**src/rtl/debug_tx_arbiter_pkg.sv**
```systemverilog
// Shared definitions for the debug link transmit path: byte width, debug
// opcodes, arbiter state encoding and frame-length helpers.
package debug_tx_arbiter_pkg;

  localparam int UART_LEN = 8;
  localparam int LEN_W    = 3;

  localparam logic [UART_LEN-1:0] OP_SIGNAL = 8'h01;
  localparam logic [UART_LEN-1:0] OP_OK     = 8'h02;

  typedef enum logic {
    ST_IDLE = 1'b0,
    ST_WAIT = 1'b1
  } arb_state_t;

  // Lengths beyond the frame buffer are limited to the last valid byte index.
  function automatic logic [LEN_W-1:0] clamp_len(input logic [LEN_W-1:0] len,
                                                 input logic [LEN_W-1:0] max_len);
    logic [LEN_W-1:0] res;
    if (len > max_len) begin
      res = max_len;
    end else begin
      res = len;
    end
    return res;
  endfunction

endpackage

```
**src/rtl/debug_tx_arbiter_rr_picker.sv**
```systemverilog
// Combinational round-robin selector: the first valid requester after the
// previous winner, scanning upward with wrap-around.
module rr_picker #(
  parameter int NUM_REQ = 3,
  parameter int IDX_W   = 2
) (
  input  logic [NUM_REQ-1:0] i_valid,
  input  logic [IDX_W-1:0]   i_last_grant,
  output logic [NUM_REQ-1:0] o_grant,
  output logic [IDX_W-1:0]   o_grant_idx,
  output logic               o_any
);

  int               w_cand;
  logic [IDX_W-1:0] w_cand_idx;

  // Scan offsets 1..NUM_REQ from the last grant; the first hit wins.
  always_comb begin
    o_grant     = '0;
    o_grant_idx = '0;
    o_any       = 1'b0;
    w_cand      = 0;
    w_cand_idx  = '0;
    for (int off = 1; off <= NUM_REQ; off++) begin
      w_cand     = (int'(i_last_grant) + off) % NUM_REQ;
      w_cand_idx = IDX_W'(w_cand);
      if (!o_any && i_valid[w_cand_idx]) begin
        o_any               = 1'b1;
        o_grant[w_cand_idx] = 1'b1;
        o_grant_idx         = w_cand_idx;
      end else begin
        o_any = o_any;
      end
    end
  end

endmodule

```
**src/rtl/debug_tx_arbiter.sv**
```systemverilog
// Arbitrates debug frames from several requesters onto one byte transmitter,
// sending each latched frame byte by byte with a per-byte timeout.
module debug_tx_arbiter
  import debug_tx_arbiter_pkg::*;
#(
  parameter int NUM_REQ        = 3,
  parameter int FRAME_BYTES    = 8,
  parameter int TIMEOUT_CYCLES = 10000
) (
  input  logic                                  clk,
  input  logic                                  rst,
  input  logic [NUM_REQ-1:0]                    req_valid,
  input  logic [NUM_REQ*FRAME_BYTES*UART_LEN-1:0] req_data,
  input  logic [NUM_REQ*LEN_W-1:0]              req_len,
  output logic [NUM_REQ-1:0]                    req_ready,
  output logic                                  tx_start,
  output logic [UART_LEN-1:0]                   tx_byte,
  input  logic                                  tx_done,
  output logic                                  busy,
  output logic                                  frame_done,
  output logic                                  tx_error
);

  localparam int IDX_W   = (NUM_REQ > 1) ? $clog2(NUM_REQ) : 1;
  localparam int CNT_W   = (TIMEOUT_CYCLES > 2) ? $clog2(TIMEOUT_CYCLES) : 1;
  localparam int FRAME_W = FRAME_BYTES * UART_LEN;
  localparam logic [CNT_W-1:0] CNT_LAST = CNT_W'(TIMEOUT_CYCLES - 1);
  localparam logic [LEN_W-1:0] LEN_MAX  = LEN_W'(FRAME_BYTES - 1);
  localparam logic [IDX_W-1:0] LAST_RST = IDX_W'(NUM_REQ - 1);

  arb_state_t          r_state;
  logic [IDX_W-1:0]    r_last_grant;
  logic [IDX_W-1:0]    r_cur_grant;
  logic [LEN_W-1:0]    r_idx;
  logic [LEN_W-1:0]    r_len;
  logic [CNT_W-1:0]    r_cnt;
  logic [FRAME_W-1:0]  r_frame;
  logic [NUM_REQ-1:0]  r_req_ready;
  logic                r_tx_start;
  logic [UART_LEN-1:0] r_tx_byte;
  logic                r_busy;
  logic                r_frame_done;
  logic                r_tx_error;

  arb_state_t          w_state_nxt;
  logic [IDX_W-1:0]    w_last_grant_nxt;
  logic [IDX_W-1:0]    w_cur_grant_nxt;
  logic [LEN_W-1:0]    w_idx_nxt;
  logic [LEN_W-1:0]    w_len_nxt;
  logic [CNT_W-1:0]    w_cnt_nxt;
  logic [FRAME_W-1:0]  w_frame_nxt;
  logic [NUM_REQ-1:0]  w_req_ready_nxt;
  logic                w_tx_start_nxt;
  logic [UART_LEN-1:0] w_tx_byte_nxt;
  logic                w_busy_nxt;
  logic                w_frame_done_nxt;
  logic                w_tx_error_nxt;

  logic [NUM_REQ-1:0]  w_grant;
  logic [IDX_W-1:0]    w_grant_idx;
  logic                w_grant_any;
  logic [FRAME_W-1:0]  w_win_frame;
  logic [LEN_W-1:0]    w_win_len;
  logic [LEN_W-1:0]    w_next_idx;
  logic [UART_LEN-1:0] w_next_byte;

  rr_picker #(
    .NUM_REQ (NUM_REQ),
    .IDX_W   (IDX_W)
  ) u_rr_picker (
    .i_valid      (req_valid),
    .i_last_grant (r_last_grant),
    .o_grant      (w_grant),
    .o_grant_idx  (w_grant_idx),
    .o_any        (w_grant_any)
  );

  // Route the winning requester's frame and length toward the latch.
  always_comb begin
    w_win_frame = '0;
    w_win_len   = '0;
    for (int i = 0; i < NUM_REQ; i++) begin
      if (w_grant_idx == IDX_W'(i)) begin
        w_win_frame = req_data[i*FRAME_W +: FRAME_W];
        w_win_len   = req_len[i*LEN_W +: LEN_W];
      end else begin
        w_win_frame = w_win_frame;
      end
    end
  end

  assign w_next_idx = r_idx + 3'd1;

  // Pick the byte that follows the current one out of the latched frame.
  always_comb begin
    w_next_byte = '0;
    for (int b = 0; b < FRAME_BYTES; b++) begin
      if (w_next_idx == LEN_W'(b)) begin
        w_next_byte = r_frame[b*UART_LEN +: UART_LEN];
      end else begin
        w_next_byte = w_next_byte;
      end
    end
  end

  // Next-state and next-output logic; every output is registered below.
  always_comb begin
    w_state_nxt      = r_state;
    w_last_grant_nxt = r_last_grant;
    w_cur_grant_nxt  = r_cur_grant;
    w_idx_nxt        = r_idx;
    w_len_nxt        = r_len;
    w_cnt_nxt        = r_cnt;
    w_frame_nxt      = r_frame;
    w_req_ready_nxt  = '0;
    w_tx_start_nxt   = 1'b0;
    w_tx_byte_nxt    = r_tx_byte;
    w_busy_nxt       = r_busy;
    w_frame_done_nxt = 1'b0;
    w_tx_error_nxt   = 1'b0;
    case (r_state)
      ST_IDLE: begin
        if (w_grant_any) begin
          w_state_nxt     = ST_WAIT;
          w_cur_grant_nxt = w_grant_idx;
          w_idx_nxt       = '0;
          w_len_nxt       = clamp_len(w_win_len, LEN_MAX);
          w_cnt_nxt       = '0;
          w_frame_nxt     = w_win_frame;
          w_req_ready_nxt = w_grant;
          w_tx_start_nxt  = 1'b1;
          w_tx_byte_nxt   = w_win_frame[UART_LEN-1:0];
          w_busy_nxt      = 1'b1;
        end else begin
          w_busy_nxt = 1'b0;
        end
      end
      ST_WAIT: begin
        // A completion on the timeout edge still counts as a completion.
        if (tx_done) begin
          if (r_idx < r_len) begin
            w_idx_nxt      = w_next_idx;
            w_cnt_nxt      = '0;
            w_tx_start_nxt = 1'b1;
            w_tx_byte_nxt  = w_next_byte;
          end else begin
            w_state_nxt      = ST_IDLE;
            w_frame_done_nxt = 1'b1;
            w_busy_nxt       = 1'b0;
            w_last_grant_nxt = r_cur_grant;
          end
        end else if (r_cnt == CNT_LAST) begin
          w_state_nxt      = ST_IDLE;
          w_tx_error_nxt   = 1'b1;
          w_busy_nxt       = 1'b0;
          w_last_grant_nxt = r_cur_grant;
        end else begin
          w_cnt_nxt = r_cnt + CNT_W'(1);
        end
      end
      default: begin
        w_state_nxt = ST_IDLE;
        w_busy_nxt  = 1'b0;
      end
    endcase
  end

  // State and output registers with synchronous reset.
  always_ff @(posedge clk) begin
    if (rst) begin
      r_state      <= ST_IDLE;
      r_last_grant <= LAST_RST;
      r_cur_grant  <= '0;
      r_idx        <= '0;
      r_len        <= '0;
      r_cnt        <= '0;
      r_frame      <= '0;
      r_req_ready  <= '0;
      r_tx_start   <= 1'b0;
      r_tx_byte    <= 8'h00;
      r_busy       <= 1'b0;
      r_frame_done <= 1'b0;
      r_tx_error   <= 1'b0;
    end else begin
      r_state      <= w_state_nxt;
      r_last_grant <= w_last_grant_nxt;
      r_cur_grant  <= w_cur_grant_nxt;
      r_idx        <= w_idx_nxt;
      r_len        <= w_len_nxt;
      r_cnt        <= w_cnt_nxt;
      r_frame      <= w_frame_nxt;
      r_req_ready  <= w_req_ready_nxt;
      r_tx_start   <= w_tx_start_nxt;
      r_tx_byte    <= w_tx_byte_nxt;
      r_busy       <= w_busy_nxt;
      r_frame_done <= w_frame_done_nxt;
      r_tx_error   <= w_tx_error_nxt;
    end
  end

  assign req_ready  = r_req_ready;
  assign tx_start   = r_tx_start;
  assign tx_byte    = r_tx_byte;
  assign busy       = r_busy;
  assign frame_done = r_frame_done;
  assign tx_error   = r_tx_error;

endmodule

```
**config.mk**
```make
export PLATFORM = sky130hd
export DESIGN_NAME = debug_tx_arbiter
export DESIGN_NICKNAME = d
export VERILOG_FILES = /design/src/rtl/debug_tx_arbiter_pkg.sv /design/src/rtl/debug_tx_arbiter_rr_picker.sv /design/src/rtl/debug_tx_arbiter.sv
export SDC_FILE = /design/constraint.sdc
export NUM_CORES = 1
export LEC_CHECK = 0
export BUFFER_PORTS_ARGS = -buffer_cell sky130_fd_sc_hd__clkbuf_2
export CORE_MARGIN = 3
export CORE_UTILIZATION = 50
export CTS_CLUSTER_DIAMETER = 200
export DETAILED_ROUTE_END_ITERATION = 12
export PLACE_DENSITY = 0.81
export SETUP_SLACK_MARGIN = 0.4
export SYNTH_ARGS = -nofsm -noshare
export SYNTH_HDL_FRONTEND = slang
export SYNTH_SLANG_ARGS = --single-unit
```
**constraint.sdc**
```tcl
create_clock -name clk -period 2.6 [get_ports clk]
set_input_delay 0.52 -clock clk [delete_from_list [all_inputs] [get_ports clk]]
set_output_delay 0.52 -clock clk [all_outputs]
set_load 0.02 [all_outputs]
```
==> flow_metrics.py, run 1 <==
metrics = {
    "setup_path": {
        "crit_path_end_kind": "flop",
        "arrival_ns": 2.80,
        "worst-path-buf-inv": 3,
        "cpLargestDelayFamily": "compound AO/OA/AOI/OAI gates",
        "critical-path-slowest-cell": "a2111oi_4",
        "startpoint_type": "flop",
        "slowest_delay_ns": 0.43,
        "required_ns": 2.87,
        "crit_type": "reg -> reg",
        "crit_chain": "inv_4, ha_4, mux2_4, a2111oi_4, a211o_4, buf_6, clkbuf_16, mux2i_1, a211o_1, a21oi_1",
        "path_max_fanout": 8,
    },
    "detailed_routing": {
        "totalWireLength_mm": 21.2,
        "drtAntennaViolNets": 0,
        "post_drt_wl_per_cell_um": 18.6,
        "drt_iter0_drc": 523,
        "vias_per_cell": 6.13,
        "drc": 0,
        "drt-pass1-iter-count": 7,
        "vias": 6993,
    },
    "yosys": {
        "synth_area_leaders": "dfxtp_1, a21oi_1, a221oi_1",
        "yosys.area.top_type_share": 0.353,
        "netlist_area_um2": 5900,
        "synth_edf_count": 0,
        "yosysWarnings": 0,
        "ys_types": 56,
        "synthCells": 748,
        "yosysTopAreaCell": "dfxtp_1",
        "synth-seq-cells": 104,
        "syn_nets": 967,
        "synth_seq_area_share": 0.353,
        "synth-async-reset-ratio": 0,
        "synth_area_per_cell_um2": 7.89,
        "synth_ff_type": "dfxtp_1",
    },
    "placed_design": {
        "gp_congestion": 0.918,
        "place_area_um2": 7570,
        "port_buffers": 221,
        "dp_hpwl_mm": 14.3,
    },
    "timing": {
        "finalCritPeriodShare": 0.973,
        "slew_headroom": 0.500,
        "finalHoldViolations": 0,
        "final.min_clock_period_ns": 2.53,
        "finalMaxSlewViolations": 0,
        "finClkSkew_ns": 0.00711,
        "finalSetupViolCount": 0,
        "fmax_mhz": 395,
        "rsz0062_at_grt": "yes",
        "tightest_slew_ns": 0.749,
    },
    "cts": {
        "clkTransAtPathRegs_ns": 0.07,
        "htreeDepth": 3,
        "clkLatencyLatePin_ns": 0.35,
        "hold_buffers": 0,
        "cts.sinks": 104,
        "cts_max_path_buffers": 2,
        "cts_tree": "done",
        "cts_buffers": 9,
        "clk_root_buffer_cell": "clkbuf_16",
    },
    "floorplan": {
        "ios": 222,
        "coreArea_um2": 11500,
        "dieArea_um2": 13100,
        "die_h_um": 115,
        "start_util": 0.515,
        "fp.dieW_um": 115,
        "rows": 39,
    },
    "flow_run": {
        "cap_violations": 0,
    },
    "grt": {
        "gr-total-overflow": 0,
        "grt_pass1_wl_mm": 31.3,
        "first_global_vias": 6434,
        "grt.total_usage": 0.295,
        "grt_max_degree": 48,
        "antenna_found_initial": 1,
    },
    "outcome": {
        "status": "finished, final reports clean",
    },
    "final_layout": {
        "layout-drive-gt1-share": 0.401,
        "regArea_um2": 2090,
        "syn2layout_area_growth_pct": 45.1,
        "fill_cells": 843,
        "fin_util": 0.747,
        "multi_input_area_um2": 3960,
        "finalInstanceArea_um2": 8570,
        "nets": 1211,
        "antennaDiodeCount": 0,
    },
    "hold_path": {
        "hold_class": "in -> reg",
    },
    "power_and_ir_drop": {
        "vdd_drop_max_mv": 0.335,
        "power_density_nw_per_um2": 623,
        "p_leak_nw": 3.67,
    },
}
-- metrics by stage --
| stage | std cells | power, mW | hold WS (ns) | setup WS, ns | setup TNS [ns] |
|---|---|---|---|---|---|
| CTS | 1132 | 5.16 | 0.386 | 0.215 | 0 |
| global placement | 1089 | 3.54 | 0.440 | 0.0369 | 0 |
| global route | 1140 | 5.55 | 0.391 | 0.0291 | 0 |
| finish | 1140 | 5.33 | 0.383 | 0.0715 | 0 |
| detailed placement | 1089 | 3.57 | 0.447 | -0.0492 | -0.175 |
| floorplan | 748 | 3.00 | 0.432 | 0.383 | 0 |
-- path summary, 6_finish.rpt --
check                   from     endpoint  slack, ns  cells after the start
max          r_last_grant[0]  r_frame[40]       0.07                     10
min             req_data[41]  r_frame[41]       0.38                      3
max reg2reg  r_last_grant[0]  r_frame[40]       0.07                     10
min reg2reg      r_frame[23]  r_frame[23]       0.45                      2
-- power breakdown --
group          switching [mW]  internal (mW)  total, mW
combinational            1.07          0.944       2.02
sequential              0.137           1.81       1.94
clock                   0.603          0.772       1.38
total                    1.81           3.52       5.33
-- worst min-delay path, stage by stage --
cell and delay (ns):
clkbuf_2 0.08, nand2_1 0.04, a21oi_1 0.05
-- cells in the final DEF, fill, tap and decap left out, types with 9 or more instances in the layout --
cell and instances:
ha_1 9, buf_6 11, a221oi_2 34, nand2_1 100, dfxtp_1 102, clkbuf_16 11, o21ai_0 58, a221oi_1 15
nor2_1 40, a21oi_2 12, a211o_1 20, mux2i_1 17, inv_1 20, buf_4 47, buf_12 11, o211ai_1 16
a21oi_1 106, clkbuf_2 221
-- kinds of logic (layout without fill, tap and decap cells) --
group,after synthesis,in the layout,share of synthesized area
buffers and inverters,87,334,0.0640
xor gates and xnor gates,1,1,0.00148
AOI/OAI and AO/OA,315,316,0.349
DFF,104,104,0.353
muxes,27,27,0.0473
and+or+nand+nor,202,203,0.160
adders and majority gates,12,12,0.0254
-- cell usage after synthesis, types with 5 or more instances --
cell type,n
a21oi_1,119
dfxtp_1,104
nand2_1,100
o21ai_0,59
a221oi_1,50
clkbuf_1,48
nor2_1,40
mux2i_1,23
inv_1,22
a211o_1,21
o211ai_1,16
ha_1,12
nand3_1,8
buf_2,7
or4_1,7
buf_1,6
nor2b_1,6
or3_1,6
a2111oi_0,5
a21o_1,5
a22oi_1,5
a31oi_1,5
and2_1,5
nand3b_1,5
o31ai_1,5
-- flip-flops by register name, summed over array words and instances, names as in the netlist --
signal	cells
r_frame	64
tx_byte	8
tx_error	1
busy	1
r_state	1
r_last_grant	2
tx_start	1
r_cnt	14
r_len	3
req_ready	3
r_idx	3
r_cur_grant	2
frame_done	1
-- metal layers --
metal,global-route usage,up-vias,wire (µm)
met3,0.0587,72,2090
met4,0.121,2,739
met5,0,-,11
met1,0.368,3199,8220
li1,-,3294,-
met2,0.497,426,10200
-- final cells by class --
class / count / area share
Tap cell: 143 / 0.0209
Multi-Input combinational cell: 559 / 0.463
Timing Repair Buffer: 296 / 0.228
Clock inverter: 5 / 0.00657
Sequential cell: 104 / 0.244
Inverter: 22 / 0.00993
Clock buffer: 11 / 0.0283
-- repair_timing --
| action | CTS | global route |
|---|---|---|
| cloned | 5 | 2 |
| endpoints found under the setup margin | 92 | 95 |
| pin swaps | 29 | 27 |
| gates resized for setup | 43 | 30 |
| buffers inserted | 22 | 6 |
(Power assumes the default switching activity.)
==> run 2: changes to the inputs <==
Settings changed: ABC_AREA set to 1, CELL_PAD_IN_SITES_DETAIL_PLACEMENT set to 1, CELL_PAD_IN_SITES_GLOBAL_PLACEMENT set to 2, CORE_UTILIZATION 50 to 26, PLACE_DENSITY 0.81 to not set, PLACE_DENSITY_LB_ADDON set to 0.1.
==> flow_metrics.py, run 2 <==
metrics = {
    "timing": {
        "finClkSkew_ns": 0.0123,
        "slew_headroom": 0.664,
        "finalCritPeriodShare": 0.852,
        "finalSetupViolCount": 0,
        "rsz0062_at_grt": "yes",
        "finalHoldViolations": 0,
        "fmax_mhz": 451,
        "final.min_clock_period_ns": 2.22,
        "tightest_slew_ns": 0.504,
        "setup_ws_ns": 0.385,
        "finalMaxSlewViolations": 0,
        "totalNegativeSetupSlack_ns": 0,
    },
    "power_and_ir_drop": {
        "vdd_drop_max_mv": 0.525,
        "power_density_nw_per_um2": 1400,
        "p_leak_nw": 4.56,
    },
    "detailed_routing": {
        "vias_per_cell": 4.77,
        "drt-pass1-iter-count": 5,
        "totalWireLength_mm": 29.2,
        "drc": 0,
        "post_drt_wl_per_cell_um": 18.4,
        "vias": 7571,
        "drt_iter0_drc": 305,
        "drtAntennaViolNets": 0,
    },
    "grt": {
        "grt_max_degree": 47,
        "antenna_found_initial": 1,
        "grt.total_usage": 0.201,
        "first_global_vias": 7697,
        "grt_pass1_wl_mm": 42.5,
        "gr-total-overflow": 0,
    },
    "final_layout": {
        "final_common_cell": "nand2_1",
        "regArea_um2": 2090,
        "antennaDiodeCount": 0,
        "fill_cells": 3113,
        "multi_input_area_um2": 3960,
        "nets": 1483,
        "layout-drive-gt1-share": 0.336,
        "largest_reg_flops": 64,
        "syn2layout_area_growth_pct": 45.2,
        "final_cell_mix": "nand2_1, clkbuf_2, inv_1, dfxtp_1, nand3_1",
        "largest_register": "r_frame",
    },
    "setup_path": {
        "crit_chain": "inv_4, ha_4, nand2_2, nand3_4, nand2_4, nand3_1, nand2_2, inv_2, nand2_4, buf_12, buf_12, buf_4, a21oi_1, nand3_1, o211ai_1, inv_1",
        "required_ns": 2.85,
        "arrival_ns": 2.47,
        "startpoint_type": "flop",
        "critical-path-slowest-cell": "dfxtp_4",
        "path_max_fanout": 6,
        "crit_path_end_kind": "flop",
        "slowest_delay_ns": 0.37,
        "crit_type": "reg -> reg",
    },
    "floorplan": {
        "fp.dieW_um": 163,
        "ios": 222,
        "coreArea_um2": 23900,
        "rows": 56,
        "die_h_um": 163,
        "dieArea_um2": 26700,
        "start_util": 0.270,
    },
    "placed_design": {
        "gp_congestion": 0.807,
        "post-place-ws_ns": 0.100,
        "port_buffers": 221,
        "dp_hpwl_mm": 19.5,
    },
    "yosys": {
        "synth_area_leaders": "dfxtp_1, nand2_1, nand3_1",
        "synth_edf_count": 0,
        "synthCells": 1027,
        "synth_ff_type": "dfxtp_1",
        "ys_types": 35,
        "synth_seq_area_share": 0.323,
        "netlist_area_um2": 6440,
        "yosys.area.top_type_share": 0.323,
        "synth-async-reset-ratio": 0,
        "synth_common_cells": "nand2_1, inv_1, dfxtp_1",
        "yosysTopAreaCell": "dfxtp_1",
        "yosysMostFrequentCell": "nand2_1",
        "synth-seq-cells": 104,
        "synth_area_per_cell_um2": 6.27,
        "yosysWarnings": 0,
        "syn_nets": 1246,
    },
    "cts": {
        "cts.sinks": 104,
        "cts_tree": "done",
        "clk_root_buffer_cell": "clkbuf_16",
        "clkTransAtPathRegs_ns": 0.08,
        "htreeDepth": 3,
        "hold_buffers": 0,
        "cts_buffers": 9,
        "clkLatencyLatePin_ns": 0.36,
        "cts_max_path_buffers": 2,
    },
    "flow_run": {
        "cap_violations": 0,
    },
    "outcome": {
        "status": "finished, final reports clean",
    },
    "hold_path": {
        "hold_class": "in -> reg",
    },
}
## run 2: cell families after synthesis
group                    Yosys count  synth area share
AO/OA/AOI/OAI                    221             0.195
XOR/XNOR                           6           0.00816
adder cells (fa/ha/maj)           12            0.0233
buffers and inverters            203             0.129
flip-flops                       104             0.323
AND/OR/NAND/NOR                  481             0.322
## run 2: critical path: cells and delay by family (launching register included)
| kind | cells | cell delay (ns) |
|---|---|---|
| compound gates | 2 | 0.20 |
| fa+ha+maj | 1 | 0.32 |
| buf+inv | 6 | 0.60 |
| flops | 1 | 0.37 |
| simple gates | 7 | 0.60 |
## run 2: stage by stage
step / power (mW) / util / hold slack, ns / area, µm² / std cells
2_1_floorplan: 6.75 / - / 0.437 / 6440 / 1027
3_3_place_gp: 8.75 / 0.331 / 0.473 / 7920 / 1533
3_5_place_dp: 8.80 / 0.331 / 0.480 / 7920 / 1533
4_1_cts: 11.2 / 0.356 / 0.383 / 8510 / 1562
5_1_grt: 14.2 / 0.391 / 0.400 / 9350 / 1588
6_report: 13.1 / 0.391 / 0.394 / 9350 / 1588
## run 2: power breakdown
part	switching (mW)	internal [mW]
registers	0.333	2.14
logic	5.36	3.91
clock network	0.654	0.705
## run 2: worst paths after layout
check | slack (ns) | to | depth (start not counted) | startpoint
worst max register to register | 0.38 | r_frame[30] | 16 | r_last_grant[0]
worst min-delay path | 0.39 | r_frame[40] | 3 | req_data[40]
worst min register to register | 0.49 | busy | 2 | busy
worst max-delay path | 0.38 | r_frame[30] | 16 | r_last_grant[0]
## run 2: cell type report
type,instances,area share
clock buffers,12,0.0274
well taps,319,0.0427
flip-flops and latches,104,0.223
inverters,145,0.0595
repair buffers,284,0.221
clock inverters,4,0.00308
multi-input cells,720,0.423
## run 2: what timing repair did
item | in CTS | in global routing
gates resized for setup | 31 | 116
cloned | 4 | 14
setup endpoints to repair | 99 | 80
pin swaps | 10 | 25
buffers inserted | 9 | 12
## run 2: routing by layer
metal / up-vias / GRT usage / part of all wire
li1: 3841 / - / -
met1: 3507 / 0.298 / 0.50
met2: 199 / 0.306 / 0.44
met3: 22 / 0.0307 / 0.050
met4: 2 / 0.0458 / 0.014
met5: - / 0 / 0.00068
